**src/rtl/tmr_scrub_pkg.sv**
```systemverilog
// Shared encodings for the TMR register-file scrubber: FSM states,
// status field values and the corrected-word counter width.
package tmr_scrub_pkg;

  localparam int ERR_CNT_W = 16;

  localparam logic [1:0] ST_IDLE = 2'b00;
  localparam logic [1:0] ST_BUSY = 2'b10;
  localparam logic [1:0] ST_DONE = 2'b01;

  typedef logic [2:0] fsm_state_t;

  localparam fsm_state_t S_IDLE = 3'd0;
  localparam fsm_state_t S_RD   = 3'd1;
  localparam fsm_state_t S_VOTE = 3'd2;
  localparam fsm_state_t S_WR   = 3'd3;
  localparam fsm_state_t S_NEXT = 3'd4;
  localparam fsm_state_t S_DONE = 3'd5;

endpackage

```
**src/rtl/tmr_vote3.sv**
```systemverilog
// Bitwise 2-of-3 majority over three redundant copies, plus a flag raised
// when any copy disagrees with the voted word.
module tmr_vote3 #(
  parameter int DATA_W = 32
) (
  input  logic [DATA_W-1:0] a,
  input  logic [DATA_W-1:0] b,
  input  logic [DATA_W-1:0] c,
  output logic [DATA_W-1:0] maj,
  output logic              mism
);

  assign maj  = (a & b) | (a & c) | (b & c);
  assign mism = (a != maj) || (b != maj) || (c != maj);

endmodule

```
**src/rtl/tmr_scrub_ctrl.sv**
```systemverilog
// Scrub controller: read / vote / write-back over an address range, yielding the
// register-file port to the user datapath. Optional macro TMR_SCRUB_PERIODIC_EN.
module tmr_scrub_ctrl
  import tmr_scrub_pkg::*;
#(
  parameter int ADDR_W = 5,
  parameter int DATA_W = 32,
  parameter int PERIOD = 65535
) (
  input  logic                 wb_clk_i,
  input  logic                 wb_rst_i,
  input  logic                 start_i,
  input  logic                 abort_i,
  input  logic [ADDR_W-1:0]    first_addr_i,
  input  logic [ADDR_W-1:0]    last_addr_i,
  input  logic                 usr_req_i,
  output logic                 usr_gnt_o,
  output logic [ADDR_W-1:0]    rf_addr_o,
  output logic                 rf_rd_o,
  output logic                 rf_we_o,
  input  logic [DATA_W-1:0]    rf_rdata0_i,
  input  logic [DATA_W-1:0]    rf_rdata1_i,
  input  logic [DATA_W-1:0]    rf_rdata2_i,
  output logic [DATA_W-1:0]    rf_wdata_o,
  output logic [1:0]           status_o,
  output logic [ERR_CNT_W-1:0] err_cnt_o
);

  fsm_state_t           state;
  logic                 start_q;
  logic [ADDR_W-1:0]    cur, first_q, last_q;
  logic [ADDR_W-1:0]    nfirst, nlast;
  logic [DATA_W-1:0]    vote, vote_q;
  logic                 mism;
  logic [ERR_CNT_W-1:0] err_cnt;
  logic                 idle_or_done, start_edge, trig, scan_start;

  tmr_vote3 #(.DATA_W(DATA_W)) u_vote (
    .a    (rf_rdata0_i),
    .b    (rf_rdata1_i),
    .c    (rf_rdata2_i),
    .maj  (vote),
    .mism (mism)
  );

  assign usr_gnt_o    = usr_req_i;
  assign idle_or_done = (state == S_IDLE) || (state == S_DONE);
  assign start_edge   = start_i & ~start_q;

`ifdef TMR_SCRUB_PERIODIC_EN
  localparam int CNT_W = $clog2(PERIOD + 1);
  logic [CNT_W-1:0] per_cnt;
  logic             per_expire;

  assign per_expire = idle_or_done && !abort_i && (per_cnt == CNT_W'(PERIOD - 1));
  assign trig       = start_edge | per_expire;

  // Counts only while parked; any scan start or busy cycle rearms it.
  always_ff @(posedge wb_clk_i) begin
    if (wb_rst_i || !idle_or_done || scan_start) per_cnt <= '0;
    else if (!abort_i)                          per_cnt <= per_cnt + 1'b1;
  end
`else
  logic [31:0] period_unused;
  assign period_unused = PERIOD;
  assign trig          = start_edge;
`endif

  assign scan_start = trig && idle_or_done && !abort_i && !usr_req_i;
  // A timer restart reuses the last range; a real start edge relatches it.
  assign nfirst     = start_edge ? first_addr_i : first_q;
  assign nlast      = start_edge ? last_addr_i  : last_q;

  assign rf_rd_o    = (state == S_RD) && !usr_req_i && !abort_i && !wb_rst_i;
  assign rf_we_o    = (state == S_WR) && !usr_req_i && !abort_i && !wb_rst_i;
  assign rf_addr_o  = cur;
  assign rf_wdata_o = vote_q;
  assign err_cnt_o  = err_cnt;

  always_comb begin
    status_o = ST_BUSY;
    if (state == S_IDLE)      status_o = ST_IDLE;
    else if (state == S_DONE) status_o = ST_DONE;
  end

  always_ff @(posedge wb_clk_i) begin
    if (wb_rst_i) begin
      state   <= S_IDLE;
      start_q <= 1'b0;
      cur     <= '0;
      first_q <= '0;
      last_q  <= '0;
      vote_q  <= '0;
      err_cnt <= '0;
    end else begin
      start_q <= start_i;
      if (abort_i) begin
        state <= S_IDLE;
      end else if (scan_start) begin
        first_q <= nfirst;
        last_q  <= nlast;
        cur     <= nfirst;
        err_cnt <= '0;
        state   <= (nfirst > nlast) ? S_DONE : S_RD;
      end else begin
        case (state)
          S_RD:   if (!usr_req_i) state <= S_VOTE;
          // A user access between read and write-back may have changed the
          // word, so the vote is dropped and the address is read again.
          S_VOTE: if (usr_req_i) state <= S_RD;
                  else begin
                    vote_q <= vote;
                    state  <= mism ? S_WR : S_NEXT;
                  end
          S_WR:   if (usr_req_i) state <= S_RD;
                  else begin
                    if (err_cnt != '1) err_cnt <= err_cnt + 1'b1;
                    state <= S_NEXT;
                  end
          S_NEXT: if (!usr_req_i) begin
                    if (cur == last_q) state <= S_DONE;
                    else begin
                      cur   <= cur + 1'b1;
                      state <= S_RD;
                    end
                  end
          S_IDLE, S_DONE: ;
          default: state <= S_IDLE;
        endcase
      end
    end
  end

endmodule

```
**config.mk**
```make
export PLATFORM = sky130hd
export DESIGN_NAME = tmr_scrub_ctrl
export DESIGN_NICKNAME = d
export VERILOG_FILES = /design/src/rtl/tmr_scrub_pkg.sv /design/src/rtl/tmr_vote3.sv /design/src/rtl/tmr_scrub_ctrl.sv
export SDC_FILE = /design/constraint.sdc
export NUM_CORES = 1
export LEC_CHECK = 0
export BUFFER_PORTS_ARGS = -buffer_cell sky130_fd_sc_hd__buf_4
export CELL_PAD_IN_SITES_DETAIL_PLACEMENT = 0
export CELL_PAD_IN_SITES_GLOBAL_PLACEMENT = 1
export CORE_UTILIZATION = 35
export CTS_CLUSTER_DIAMETER = 80
export DETAILED_ROUTE_END_ITERATION = 6
export PLACE_DENSITY = 0.83
export SYNTH_ARGS = -nofsm -noshare
export SYNTH_HDL_FRONTEND = slang
export SYNTH_SLANG_ARGS = --single-unit
```
**constraint.sdc**
```tcl
create_clock -name wb_clk_i -period 4.2 [get_ports wb_clk_i]
set_input_delay 0.84 -clock wb_clk_i [delete_from_list [all_inputs] [get_ports wb_clk_i]]
set_output_delay 0.84 -clock wb_clk_i [all_outputs]
set_load 0.05 [all_outputs]
```
; Word-level counts from Yosys, hierarchy flattened
; Index checks and enable logic that the tools add are counted.
[word_totals]
regBits = 67
input_bits = 111
output_inout_bits = 58
elab_cells = 82
[op_classes]
n_addsub = 2
n_lt_le_gt_ge = 1
n_eq_ne = 15
muxes = 21
bitwise_logic = 10
n_reduce_logical = 26
[ops]
columns = cell, n
row1 = 32-bit bitwise AND, 3
row2 = 32-bit != test, 3
row3 = 16-bit two-way mux, 4
row4 = 32-bit bitwise OR, 2
row5 = 5-bit two-way mux, 6
row6 = 3-bit two-way mux, 8
row7 = "16-bit by 1-bit adder with 16-bit output, second input constant", 1
row8 = "16-bit != test, second input constant", 1
row9 = 3-bit case mux with 5 select lines, 1
row10 = 4-bit AND reduction, 3
row11 = 1-bit logical AND, 9
row12 = "3-bit by 2-bit equality test with 1-bit output, second input constant", 2
row13 = "3-bit equality test, second input constant", 2
row14 = "3-bit != test, second input constant", 2
row15 = 2-bit nonzero test, 3
row16 = "5-bit by 1-bit adder with 5-bit output, second input constant", 1
row17 = 5-bit equality test, 1
row18 = 5-bit greater-than comparator, 1
row19 = 2-bit two-way mux, 2
row20 = "2-bit != test, second input constant", 2
row21 = 1-bit inverter, 4
row22 = 2-bit OR reduction, 2
row23 = "3-bit by 1-bit equality test with 1-bit output, second input constant", 1
row24 = 1-bit zero test, 3
row25 = other kinds (6), 8

; Logic depth before layout (Yosys ltp)
; Gate-level depths: netlist (run 1).
[depth]
ltp_word = 10
mapped_depth = 12
ltp_nobuf = 10

; Modules after synthesis
; A second synthesis (run 1) with hierarchy kept.
[unflattened]
hier_cells = 599
area_unflattened_um2 = 4511.8
[by_module_without_submodules]
columns = module, instances, cells_per_inst, area_each_um2, seq_area_each_um2
row1 = tmr_scrub_ctrl, 1, 380, 3114.2, 1341.3
row2 = tmr_vote3, 1, 219, 1397.6, 0.0

; Worst setup path after synthesis (run 1)
; No wires, ideal clock.
[synth_path]
path_kind = input to output
from = in abort_i
to = out rf_rd_o
arrival_time_ns = 2.733
required_ns = 3.360
path_slack_ns = 0.627
stages = 4
path_buffers = 1
path_cell_list = buf_2 > nor2_1 > nand2_1 > nor4_1
[synth_between]
elab_chain_cells = 3
[synth_lines]
columns = item, line_no
row1 = start: declaration, tmr_scrub_ctrl.sv:13  ; input logic abort_i,
row2 = 1-bit zero test, tmr_scrub_ctrl.sv:74  ; assign rf_rd_o = (state == S_RD) && !usr_req_i && !abort_i && !wb_rst_i;
row3 = 1-bit logical AND (2 in a row), tmr_scrub_ctrl.sv:74
row4 = end: declaration, tmr_scrub_ctrl.sv:19  ; output logic rf_rd_o,
; No other way between the ends.

; Final worst setup path (run 1)
[layout_path]
from = in wb_rst_i
to = out rf_rd_o
[layout_between]
elab_chain_cells = 2
[layout_lines]
columns = item, line_no
row1 = start: declaration, tmr_scrub_ctrl.sv:11  ; input logic wb_rst_i,
row2 = 1-bit zero test, tmr_scrub_ctrl.sv:74
row3 = 1-bit logical AND, tmr_scrub_ctrl.sv:74
; No other way between the ends.

==> results of run 1 <==
[kinds of logic after synthesis]
| family | after synthesis | share of synthesized area [%] |
|---|---|---|
| xor+xnor | 40 | 7.843 |
| flops | 67 | 30.03 |
| fa+ha+maj | 7 | 1.961 |
| mux | 24 | 5.546 |
| simple gates | 268 | 30.78 |
| compound gates | 136 | 20.78 |
| buf+inv | 29 | 3.053 |
[cells in the mapped netlist (all sizes together) (4+ instances only)]
cell	count
xor2	21
a2111oi	4
nor4	11
xnor2	19
nand3	11
buf	14
nand2	72
a311oi	33
and3	5
inv	5
nor2b	9
dfxtp	67
mux2	6
nor3	7
ha	7
nand2b	29
o21ai	46
nand3b	10
or2	5
nor2	75
nand4	16
o22ai	11
or3b	5
nor3b	5
a21oi	18
mux2i	18
clkbuf	10
a211oi	5
[power groups by stage]
stage	sequential [mW]	clock (mW)	combinational, mW
CTS	0.647	0.947	0.318
finish	0.648	0.928	0.316
global route	0.648	0.983	0.351
detailed placement	0.661	0	0.317
floorplan	0.666	0	0.150
global placement	0.661	0	0.310
[state kept, by name (all words and copies together), names as in the netlist]
name	cells
start_q	1
err_cnt_o	16
last_q	5
first_q	5
rf_addr_o	5
rf_wdata_o	32
state	3
[path summary, 6_finish.rpt]
| check | startpoint | end |
|---|---|---|
| min reg2reg | first_q[0]$_SDFFE_PP0P_ | first_q[0]$_SDFFE_PP0P_ |
| max reg2reg | state[1]$_SDFFE_PP0P_ | rf_wdata_o[31]$_SDFFE_PP0P_ |
| max | wb_rst_i | rf_rd_o |
| min | first_q[0]$_SDFFE_PP0P_ | first_q[0]$_SDFFE_PP0P_ |
[per-layer routing]
metal	share of wire, %	wire length (µm)	vias to the layer above
li1	-	-	2413
met1	42	5679	2164
met2	48	6451	141
met3	8.0	1086	21
met4	2.5	339	0
met5	0	0	-
[layout make-up]
type / instances / share of cell area [%]
inverters: 5 / 0.3020
clock inverters: 5 / 2.013
repair buffers: 172 / 20.78
clock buffers: 11 / 3.745
flip-flops and latches: 67 / 21.58
multi-input cells: 475 / 48.20
well taps: 168 / 3.382
[worst max-delay path: stages]
cell and delay [ps]:
buf_4 280, nor2_1 220, nand2_1 90, nor4_1 270, buf_4 270
==> metrics.md, run 1 <==
| Metric | Value |
|---|---|
| Die Ht | `115.0 µm` |
| CTS Buf Count | `9` |
| Worst Setup Path Type | `input port to output pin` |
| Top cell type's share of synthesized area | `30.03%` |
| DP HPWL | `10.73 mm` |
| # hold bufs at CTS | `0` |
| Max-slew violations | `0` |
| Placed cell area | `5857 µm²` |
| Ys async rst share | `0%` |
| Tmin final | `2836 ps` |
| Hold Path Depth | `2` |
| Vias in the first global route | `4,499` |
| GR Overflow Total | `0` |
| Layer carrying the most global-route usage | `met2` |
| Share of layout cells above drive strength 1 | `28.57%` |
| Syn Nets | `689` |
| Final Hold Violating Endpoints | `0` |
| Psw | `0.4598 mW` |
| Final WS setup | `1364 ps` |
| Vias post-DR | `4,739` |
| Static leakage | `2.534 nW` |
| Worst EP arrival | `2000 ps` |
| IO Port Bufs | `168` |
| Slew @ Worst Pin | `784.1 ps` |
| Max Freq | `352.7 MHz` |
| Max capacitance violation total | `0` |
| Worst vdd ir | `0.1779 mV` |
| Met2 GRT Util | `35.26%` |
| Site Rows | `40` |
| Commonest non-fill, non-tap cell in the layout | `buf_4` |
| Final setup fails | `0` |
| Die width | `115.0 µm` |
| Clock sink count | `67` |
| Initial antenna violation count | `0` |
| Comb power frac | `16.7%` |
| Area Growth Syn to Fin | `39.13%` |
| Primary FF master, synth | `dfxtp_1` |
| Post-layout util | `50.89%` |
| Dpl ws | `1155 ps` |
| CTS tree | `yes` |
| Overall power | `1.892 mW` |
| First-pass GRT wire length | `21.74 mm` |
| Resized Gates After CTS | `0` |
| Starting Density | `36.58%` |
| Fillers | `1,250` |
| Worst-path fanout max | `48` |
| Avg Inst Size Synth | `7.823 µm²` |
| GR Util All Layers | `21.17%` |
| Worst skew pair latency | `340 ps` |
| Clk slew on worst S/H paths | `50 ps` |
| Nets | `848` |
| Met3 usage | `7.064%` |
| Flop pwr share | `34.2%` |
| Clock power frac | `49.1%` |
| Rel. slew slack | `47.56%` |
| RSZ-0062 raised after global routing | `false` |
| Via/cell ratio | `5.248` |
| Final WL | `13.56 mm` |
| Outcome | `finished clean` |
| Sequential area share after synthesis | `30.03%` |
| Internal power | `1.432 mW` |
| Net Sw Frac | `24.30%` |
| Final instance area | `6215 µm²` |
| Crit. End Element | `output pin` |
| HP Class | `flop to flop` |
| Core box area | `12,210 µm²` |
| Remaining DRCs | `0` |
| Die ar. | `13,220 µm²` |
| PwrDens | `304.5 nW/µm²` |
| Post-Place Cells | `887` |
| Root buffer cell | `clkbuf_16` |
| Required time of the worst setup path | `3360 ps` |
| Cell Area, Synth | `4467 µm²` |
| FF/Latch Area | `1341 µm²` |
| DRT Pass-1 Iters | `4` |
| # IOs | `169` |
| Worst hold slack | `444.7 ps` |
| Type of origin of the critical path | `input port` |
| FF-to-FF setup slack | `1680 ps` |
| Starting DRT DRC Count | `307` |
| Synth area leaders | `dfxtp_1 (30%), a311oi_1 (6.5%), nor2_1 (6.1%)` |
| CTS H-tree lvls | `3` |
| Cells after synthesis | `571` |
| Commonest non-fill, non-tap cells in the layout | `buf_4 (172), nor2_1 (73), nand2_1 (72)` |
| Setup TNS Final | `0 ps` |
| EDFF count, synth | `0` |
| Final std cells w/o fill | `903` |
| Setup bufs post-CTS | `0` |
| Gpl congestion | `0.8225` |
| Antenna diodes | `0` |
| Synth cell types | `55` |
| Tcrit/Tclk final | `67.51%` |
| Yosys warns | `0` |
| Clock Tree Buf Depth | `2` |
| WL/cell | `15.01 µm` |
| Area of the multi-input gates | `2995 µm²` |
| Largest net degree at the start of global routing | `49` |
| FF-to-FF path depth | `5` |
| Met1 global-route usage | `24.75%` |
| Seq cells post-synth | `67` |
| Detail Route Antenna Nets | `0` |
| Final setup skew | `6.454 ps` |
| Synth area leader | `dfxtp_1` |
(Power assumes the default switching activity.)
==> inputs of run 2 (changes only) <==
CORE_UTILIZATION = 32   (was 35)
PLACE_DENSITY = 0.81   (was 0.83)
clock period = 2.45 ns   (was 4.2 ns; I/O delays follow)
==> run 2 against run 1 <==
  * First-iteration DRC count down 37%
  * Global-route usage shrank 1.2 points
  * Sequential share of layout area shrank 0.12 points
  * Final cell count rose by 2.1%
  * Sequential cell count stayed put
  * Core utilization is 4.4 points lower
  * Count of clock-buffer cells in the layout down 1
  * Clock power increased by 33%
  * Sequential power increased by 71%
  * Worst setup slack got worse by 1200 ps
  * Largest power group unchanged
==> metrics.md, run 2 (synthesis gave the netlist of run 1 again) <==
| Metric | Value |
|---|---|
| Fillers | `1,389 (+11%)` |
| HP Class | `input port to flop` |
| Final std cells w/o fill | `922 (+2.1%)` |
| Type of origin of the critical path | `flop` |
| Crit. End Element | `output pin` |
| CTS Buf Count | `9 (unchanged)` |
| Detail Route Antenna Nets | `0 (unchanged)` |
| Clock power frac | `42.4% (-6.7 points)` |
| Largest register FFs | `32 (unchanged)` |
| Largest net degree at the start of global routing | `65 (+33%)` |
| Final setup fails | `0 (unchanged)` |
| Worst hold slack | `371.8 ps (-72.88 ps)` |
| Root buffer cell | `clkbuf_16` |
| GR Util All Layers | `19.99% (-1.2 points)` |
| Max Freq | `437.4 MHz` |
| WL/cell | `15.35 µm (+2.3%)` |
| Post-Place Cells | `906 (+2.1%)` |
| Vias in the first global route | `4,570 (+1.6%)` |
| Core box area | `13,450 µm² (+10%)` |
| Site Rows | `42 (+5.0%)` |
| Worst setup startpoint | `state[2]$_SDFFE_PP0P_` |
| Psw | `0.8247 mW (+79%)` |
| CTS H-tree lvls | `3 (unchanged)` |
| Static leakage | `2.547 nW (+0.50%)` |
| IO Port Bufs | `168 (unchanged)` |
| Flop pwr share | `38.2% (+4.0 points)` |
| Slew @ Worst Pin | `604.9 ps (-179.2 ps)` |
| Comb power frac | `19.4% (+2.7 points)` |
| Max-slew violations | `0 (unchanged)` |
| Area of the multi-input gates | `3008 µm² (+0.42%)` |
| Die ar. | `14,430 µm² (+9.2%)` |
| Worst-path fanout max | `11 (-77%)` |
| # IOs | `169 (unchanged)` |
| Net Sw Frac | `28.37% (+4.1 points)` |
| GR Overflow Total | `0 (unchanged)` |
| Worst vdd ir | `0.3740 mV (+110%)` |
| CTS tree | `yes` |
| Max capacitance violation total | `0 (unchanged)` |
| DRT Pass-1 Iters | `4 (unchanged)` |
| Final WL | `14.15 mm (+4.4%)` |
| Commonest non-fill, non-tap cells in the layout | `buf_4 (182), nor2_1 (73), nand2_1 (72)` |
| Worst Setup Path Type | `flop to output pin` |
| Internal power | `2.082 mW (+45%)` |
| Via/cell ratio | `5.157 (-1.7%)` |
| Nets | `859 (+1.3%)` |
| FF-to-FF setup slack | `190 ps (-1490 ps)` |
| CP bufs+invs | `2 (unchanged)` |
| Share of layout cells above drive strength 1 | `30.29% (+1.7 points)` |
| Rel. slew slack | `59.36% (+12 points)` |
| Tmin final | `2286 ps` |
| Final setup skew | `4.152 ps (-2.303 ps)` |
| Cell Chain, Critical Path | `or3b_1 -> buf_4 -> nor2_1 -> buf_4` |
| DP HPWL | `11.04 mm (+2.9%)` |
| Biggest cell delay along the critical path | `470 ps (+190 ps)` |
| Top cell by count, worst path | `buf_4` |
| Starting DRT DRC Count | `193 (-37%)` |
| Overall power | `2.907 mW (+54%)` |
| Largest delay contributor family on the critical path | `simple AND/OR/NAND/NOR gates` |
| Gpl congestion | `0.8881 (+8.0%)` |
| Remaining DRCs | `0 (unchanged)` |
| First-pass GRT wire length | `22.20 mm (+2.1%)` |
| Die width | `120.1 µm (+4.5%)` |
| Die Ht | `120.1 µm (+4.5%)` |
| Worst skew pair latency | `340 ps (about the same)` |
| Worst Hold Launch | `start_i` |
| Antenna diodes | `0 (unchanged)` |
| FF/Latch Area | `1343 µm² (about the same)` |
| Worst EP arrival | `1800 ps (-200 ps)` |
| Initial antenna violation count | `0 (unchanged)` |
| CP max stage cell | `or3b_1` |
| Outcome | `finished clean` |
| Tcrit/Tclk final | `93.32%` |
| Reg-to-reg critical path startpoint | `start_q$_SDFF_PP0_` |
| Area Growth Syn to Fin | `40.06%` |
| Clk slew on worst S/H paths | `60 ps (about the same)` |
| Vias post-DR | `4,755 (+0.34%)` |
| Required time of the worst setup path | `1960 ps (-1400 ps)` |
| PwrDens | `464.6 nW/µm² (+53%)` |
| Clock Tree Buf Depth | `2 (unchanged)` |
| Final Hold Violating Endpoints | `0 (unchanged)` |
| Clock sink count | `67 (unchanged)` |
| Commonest non-fill, non-tap cell in the layout | `buf_4` |
| Starting Density | `33.20% (-3.4 points)` |
-- run 2: cell types whose count changed in the layout (fill, tap and decap cells not counted), moves of 2 or more --
cell,before,now
clkbuf_1,2,0
bufinv_16,4,0
clkinvlp_4,0,3
buf_4,172,182
-- run 2: cell type report --
cell class | count | area share [%]
multi-input cells | 475 | 48.08
repair buffers | 183 | 22.16
flip-flops and latches | 67 | 21.46
clock buffers | 10 | 3.820
well taps | 176 | 3.520
clock inverters | 6 | 0.6600
inverters | 5 | 0.3000
-- run 2: worst paths after layout --
kind,endpoint,cells past startpoint
setup reg to reg,state[2]$_SDFFE_PP0P_,11
hold reg to reg,first_q[1]$_SDFFE_PP0P_,2
setup / recovery,rf_we_o,4
hold / removal,start_q$_SDFF_PP0_,2
-- run 2: power by group through the flow --
stage / Sequential [mW] / Combinational, mW / Clock (mW)
2_1_floorplan: 1.14 / 0.257 / 0
3_3_place_gp: 1.13 / 0.550 / 0
3_5_place_dp: 1.13 / 0.561 / 0
4_1_cts: 1.11 / 0.564 / 1.28
5_1_grt: 1.11 / 0.621 / 1.31
6_report: 1.11 / 0.563 / 1.23
-- run 2: repair_timing --
action / CTS / global route
endpoints found under the setup margin: 0 / 2
hold buffers: 0 / 0
buffers inserted: 0 / 0
endpoints found under the hold margin: 0 / 0
resized for setup: 0 / 2
-- run 2: layer usage --
layer | global-route usage [%] | routed length (µm) | share of wire, %
met5 | 0 | 0 | 0
met1 | 22.54 | 5863 | 41
met4 | 9.219 | 395 | 2.8
met2 | 33.33 | 6687 | 47
met3 | 7.319 | 1207 | 8.5
-- run 2: stage by stage --
stage / setup TNS [ps] / instance area, µm² / utilization (%) / setup slack, ps
5_1_grt: -9.332 / 6256 / 46.50 / -9.332
6_report: 0 / 6256 / 46.50 / 163.6
4_1_cts: 0 / 6248 / 46.45 / 79.20
3_5_place_dp: -300.7 / 5968 / 44.36 / -105.6
3_3_place_gp: -111.2 / 5968 / 44.36 / -45.96
2_1_floorplan: -280.9 / 4474 / - / -280.9
==> inputs of run 3 (changes only) <==
==> constraint.sdc (replaced) <==
create_clock -name wb_clk_i -period 2.45 [get_ports wb_clk_i]
set_input_delay 0.1225 -clock wb_clk_i [delete_from_list [all_inputs] [get_ports wb_clk_i]]
set_output_delay 0.1225 -clock wb_clk_i [all_outputs]
set_load 0.05 [all_outputs]
==> run 3 against run 2 <==
  * First-iteration DRC count up 4.1%
  * Maximum frequency up 0.15%
  * Largest power group unchanged
  * Register-to-register slack worse by 20 ps
  * Sequential cell count unchanged
  * Worst hold slack worse by 360 ps
  * Combinational power down 2%
  * Global-route usage down 0.38 points
  * Count of clock-buffer cells in the layout up 2
  * Core utilization down 0.25 points
==> metrics.md, run 3 (synthesis gave the netlist of run 1 again) <==
| Metric | Value |
|---|---|
| Outcome | `finished clean` |
| WL/cell | `15.47 µm (+0.75%)` |
| Clock sink count | `67 (unchanged)` |
| Starting Density | `33.20% (unchanged)` |
| FF-to-FF setup slack | `170 ps (-20 ps)` |
| Crit. End Element | `flop` |
| Vias post-DR | `4,723 (-0.67%)` |
| Worst-path fanout max | `16 (+5)` |
| Reg2reg end | `state[2]$_SDFFE_PP0P_` |
| Root buffer cell | `clkbuf_16` |
| Overall power | `3.012 mW (+3.6%)` |
| Max-slew violations | `0 (unchanged)` |
| Largest register FFs | `32 (unchanged)` |
| Clock Tree Buf Depth | `2 (unchanged)` |
| Setup TNS Final | `0 ps (unchanged)` |
| Clk slew on worst S/H paths | `60 ps (about the same)` |
| Reg-to-reg critical path startpoint | `start_q$_SDFF_PP0_` |
| Top cell by count, worst path | `a21oi_1` |
| CTS H-tree lvls | `3 (unchanged)` |
| DRT Pass-1 Iters | `4 (unchanged)` |
| Antenna diodes | `0 (unchanged)` |
| Final Hold Violating Endpoints | `0 (unchanged)` |
| # IOs | `169 (unchanged)` |
| Largest delay contributor family on the critical path | `compound AO/OA/AOI/OAI gates` |
| CP bufs+invs | `2 (unchanged)` |
| Worst vdd ir | `0.3819 mV (+2.1%)` |
| Required time of the worst setup path | `2720 ps (+760 ps)` |
| Starting DRT DRC Count | `201 (+4.1%)` |
| Rel. slew slack | `53.58% (-5.8 points)` |
| Die Ht | `120.1 µm (unchanged)` |
| Vias in the first global route | `4,378 (-4.2%)` |
| Biggest cell delay along the critical path | `370 ps (-100 ps)` |
| CTS tree | `yes` |
| Initial antenna violation count | `0 (unchanged)` |
| Worst Hold Launch | `start_i` |
| FF-to-FF path depth | `11 (unchanged)` |
| GR Util All Layers | `19.61% (-0.38 points)` |
| Via/cell ratio | `5.167 (+0.20%)` |
| Worst EP arrival | `2560 ps (+760 ps)` |
| HP Class | `input port to flop` |
| CP max stage cell | `mux2_2` |
| Cell Chain, Critical Path | `nor2b_1 -> buf_4 -> buf_6 -> mux2_2 -> ha_1 -> o21ai_0 -> a21o_1 -> a21oi_1 -> a311oi_2 -> o21ai_1 -> a21oi_1` |
| Final setup fails | `0 (unchanged)` |
| GR Overflow Total | `0 (unchanged)` |
| Hold Crit Endpoint | `start_q$_SDFF_PP0_` |
| Static leakage | `2.532 nW (-0.58%)` |
| Worst Setup Path Type | `flop to flop` |
| Nets | `851 (-0.93%)` |
| Commonest non-fill, non-tap cells in the layout | `buf_4 (173), nor2_1 (73), nand2_1 (72)` |
| Die width | `120.1 µm (unchanged)` |
| Max capacitance violation total | `0 (unchanged)` |
| FF/Latch Area | `1341 µm² (about the same)` |
| Post-layout util | `46.25% (-0.25 points)` |
| Gpl congestion | `0.8610 (-3.1%)` |
| Type of origin of the critical path | `flop` |
| First-pass GRT wire length | `22.00 mm (-0.90%)` |
| Dpl ws | `187.7 ps (+293.4 ps)` |
| Final WS setup | `167.1 ps (+3.526 ps)` |
| Largest net degree at the start of global routing | `65 (unchanged)` |
| Area of the multi-input gates | `3007 µm² (about the same)` |
| Site Rows | `42 (unchanged)` |
| Share of layout cells above drive strength 1 | `29.27% (-1.0 points)` |
| Final WL | `14.14 mm (-0.13%)` |
| PwrDens | `484.0 nW/µm² (+4.2%)` |
| IO Port Bufs | `168 (unchanged)` |
| DP HPWL | `10.95 mm (-0.85%)` |
| Detail Route Antenna Nets | `0 (unchanged)` |
| Fillers | `1,399 (+0.72%)` |
| Die ar. | `14,430 µm² (unchanged)` |
| Max Freq | `438.0 MHz (+0.15%)` |
| Remaining DRCs | `0 (unchanged)` |
| Core box area | `13,450 µm² (unchanged)` |
| Area Growth Syn to Fin | `39.30%` |
| Final setup skew | `4.627 ps (+0.4754 ps)` |
| Worst skew pair latency | `340 ps (about the same)` |
| Tmin final | `2283 ps (-3.526 ps)` |
| Hold Path Depth | `2 (unchanged)` |
| Tcrit/Tclk final | `93.18% (-0.14 points)` |
| CTS Buf Count | `9 (unchanged)` |
| Commonest non-fill, non-tap cell in the layout | `buf_4` |
| Slew @ Worst Pin | `678.8 ps (+73.92 ps)` |
run 3: per-stage QoR:
stage | cell area [µm²] | cells | hold slack [ps]
after floorplan | 4469 | 571 | 250.7
after global placement | 5902 | 898 | 360.0
after detailed placement | 5902 | 898 | 361.9
after CTS | 6207 | 914 | 6.652
after global routing | 6222 | 914 | 28.10
final | 6222 | 914 | 14.84
run 3: final cells by class:
type | count | area share [%]
Multi-Input combinational cell | 475 | 48.32
Clock buffer | 12 | 4.122
Sequential cell | 67 | 21.56
Timing Repair Buffer | 175 | 21.38
Tap cell | 176 | 3.539
Clock inverter | 4 | 0.7842
Inverter | 5 | 0.3016
run 3: worst register-to-register path: cells and delay by family (launching register included):
family / cells / cell delay [ps]
multiplexers: 1 / 370
buffers and inverters: 2 / 340
AO/OA/AOI/OAI: 6 / 910
AND/OR/NAND/NOR: 1 / 110
adder cells (fa/ha/maj): 1 / 180
flip-flops: 1 / 300
run 3: power breakdown:
| group | internal, mW | leakage, nW | switching, mW |
|---|---|---|---|
| logic | 0.264 | 1.84 | 0.287 |
| clock network | 0.842 | 0.153 | 0.508 |
| registers | 1.10 | 0.541 | 0.0106 |
run 3: worst max path at each step:
stage | slack, ps | cells after the start | startpoint | to
final | 170 | 11 | start_q$_SDFF_PP0_ | state[2]$_SDFFE_PP0P_
after global routing | -7 | 11 | start_q$_SDFF_PP0_ | state[2]$_SDFFE_PP0P_
after CTS | 140 | 11 | start_q$_SDFF_PP0_ | state[2]$_SDFFE_PP0P_
after detailed placement | 190 | 11 | start_q$_SDFF_PP0_ | state[2]$_SDFFE_PP0P_
after global placement | 200 | 11 | start_q$_SDFF_PP0_ | state[2]$_SDFFE_PP0P_
after floorplan | 50 | 4 | state[0]$_SDFFE_PP0P_ | state[1]$_SDFFE_PP0P_
run 3: what timing repair did:
item | 4_1_cts | 5_1_grt
setup endpoints to repair | 0 | 1
hold buffers | 0 | 0
resized for setup | 0 | 4
setup buffers | 0 | 0
run 3: per-layer routing:
| metal | share of wire [%] | vias up | GRT usage (%) | wire length [µm] |
|---|---|---|---|---|
| met5 | 0 | - | 0 | 0 |
| met4 | 1.6 | 0 | 6.563 | 221 |
| met3 | 7.8 | 15 | 6.179 | 1105 |
| met2 | 47 | 143 | 33.44 | 6678 |
| met1 | 43 | 2147 | 23.06 | 6131 |
| li1 | - | 2418 | - | - |
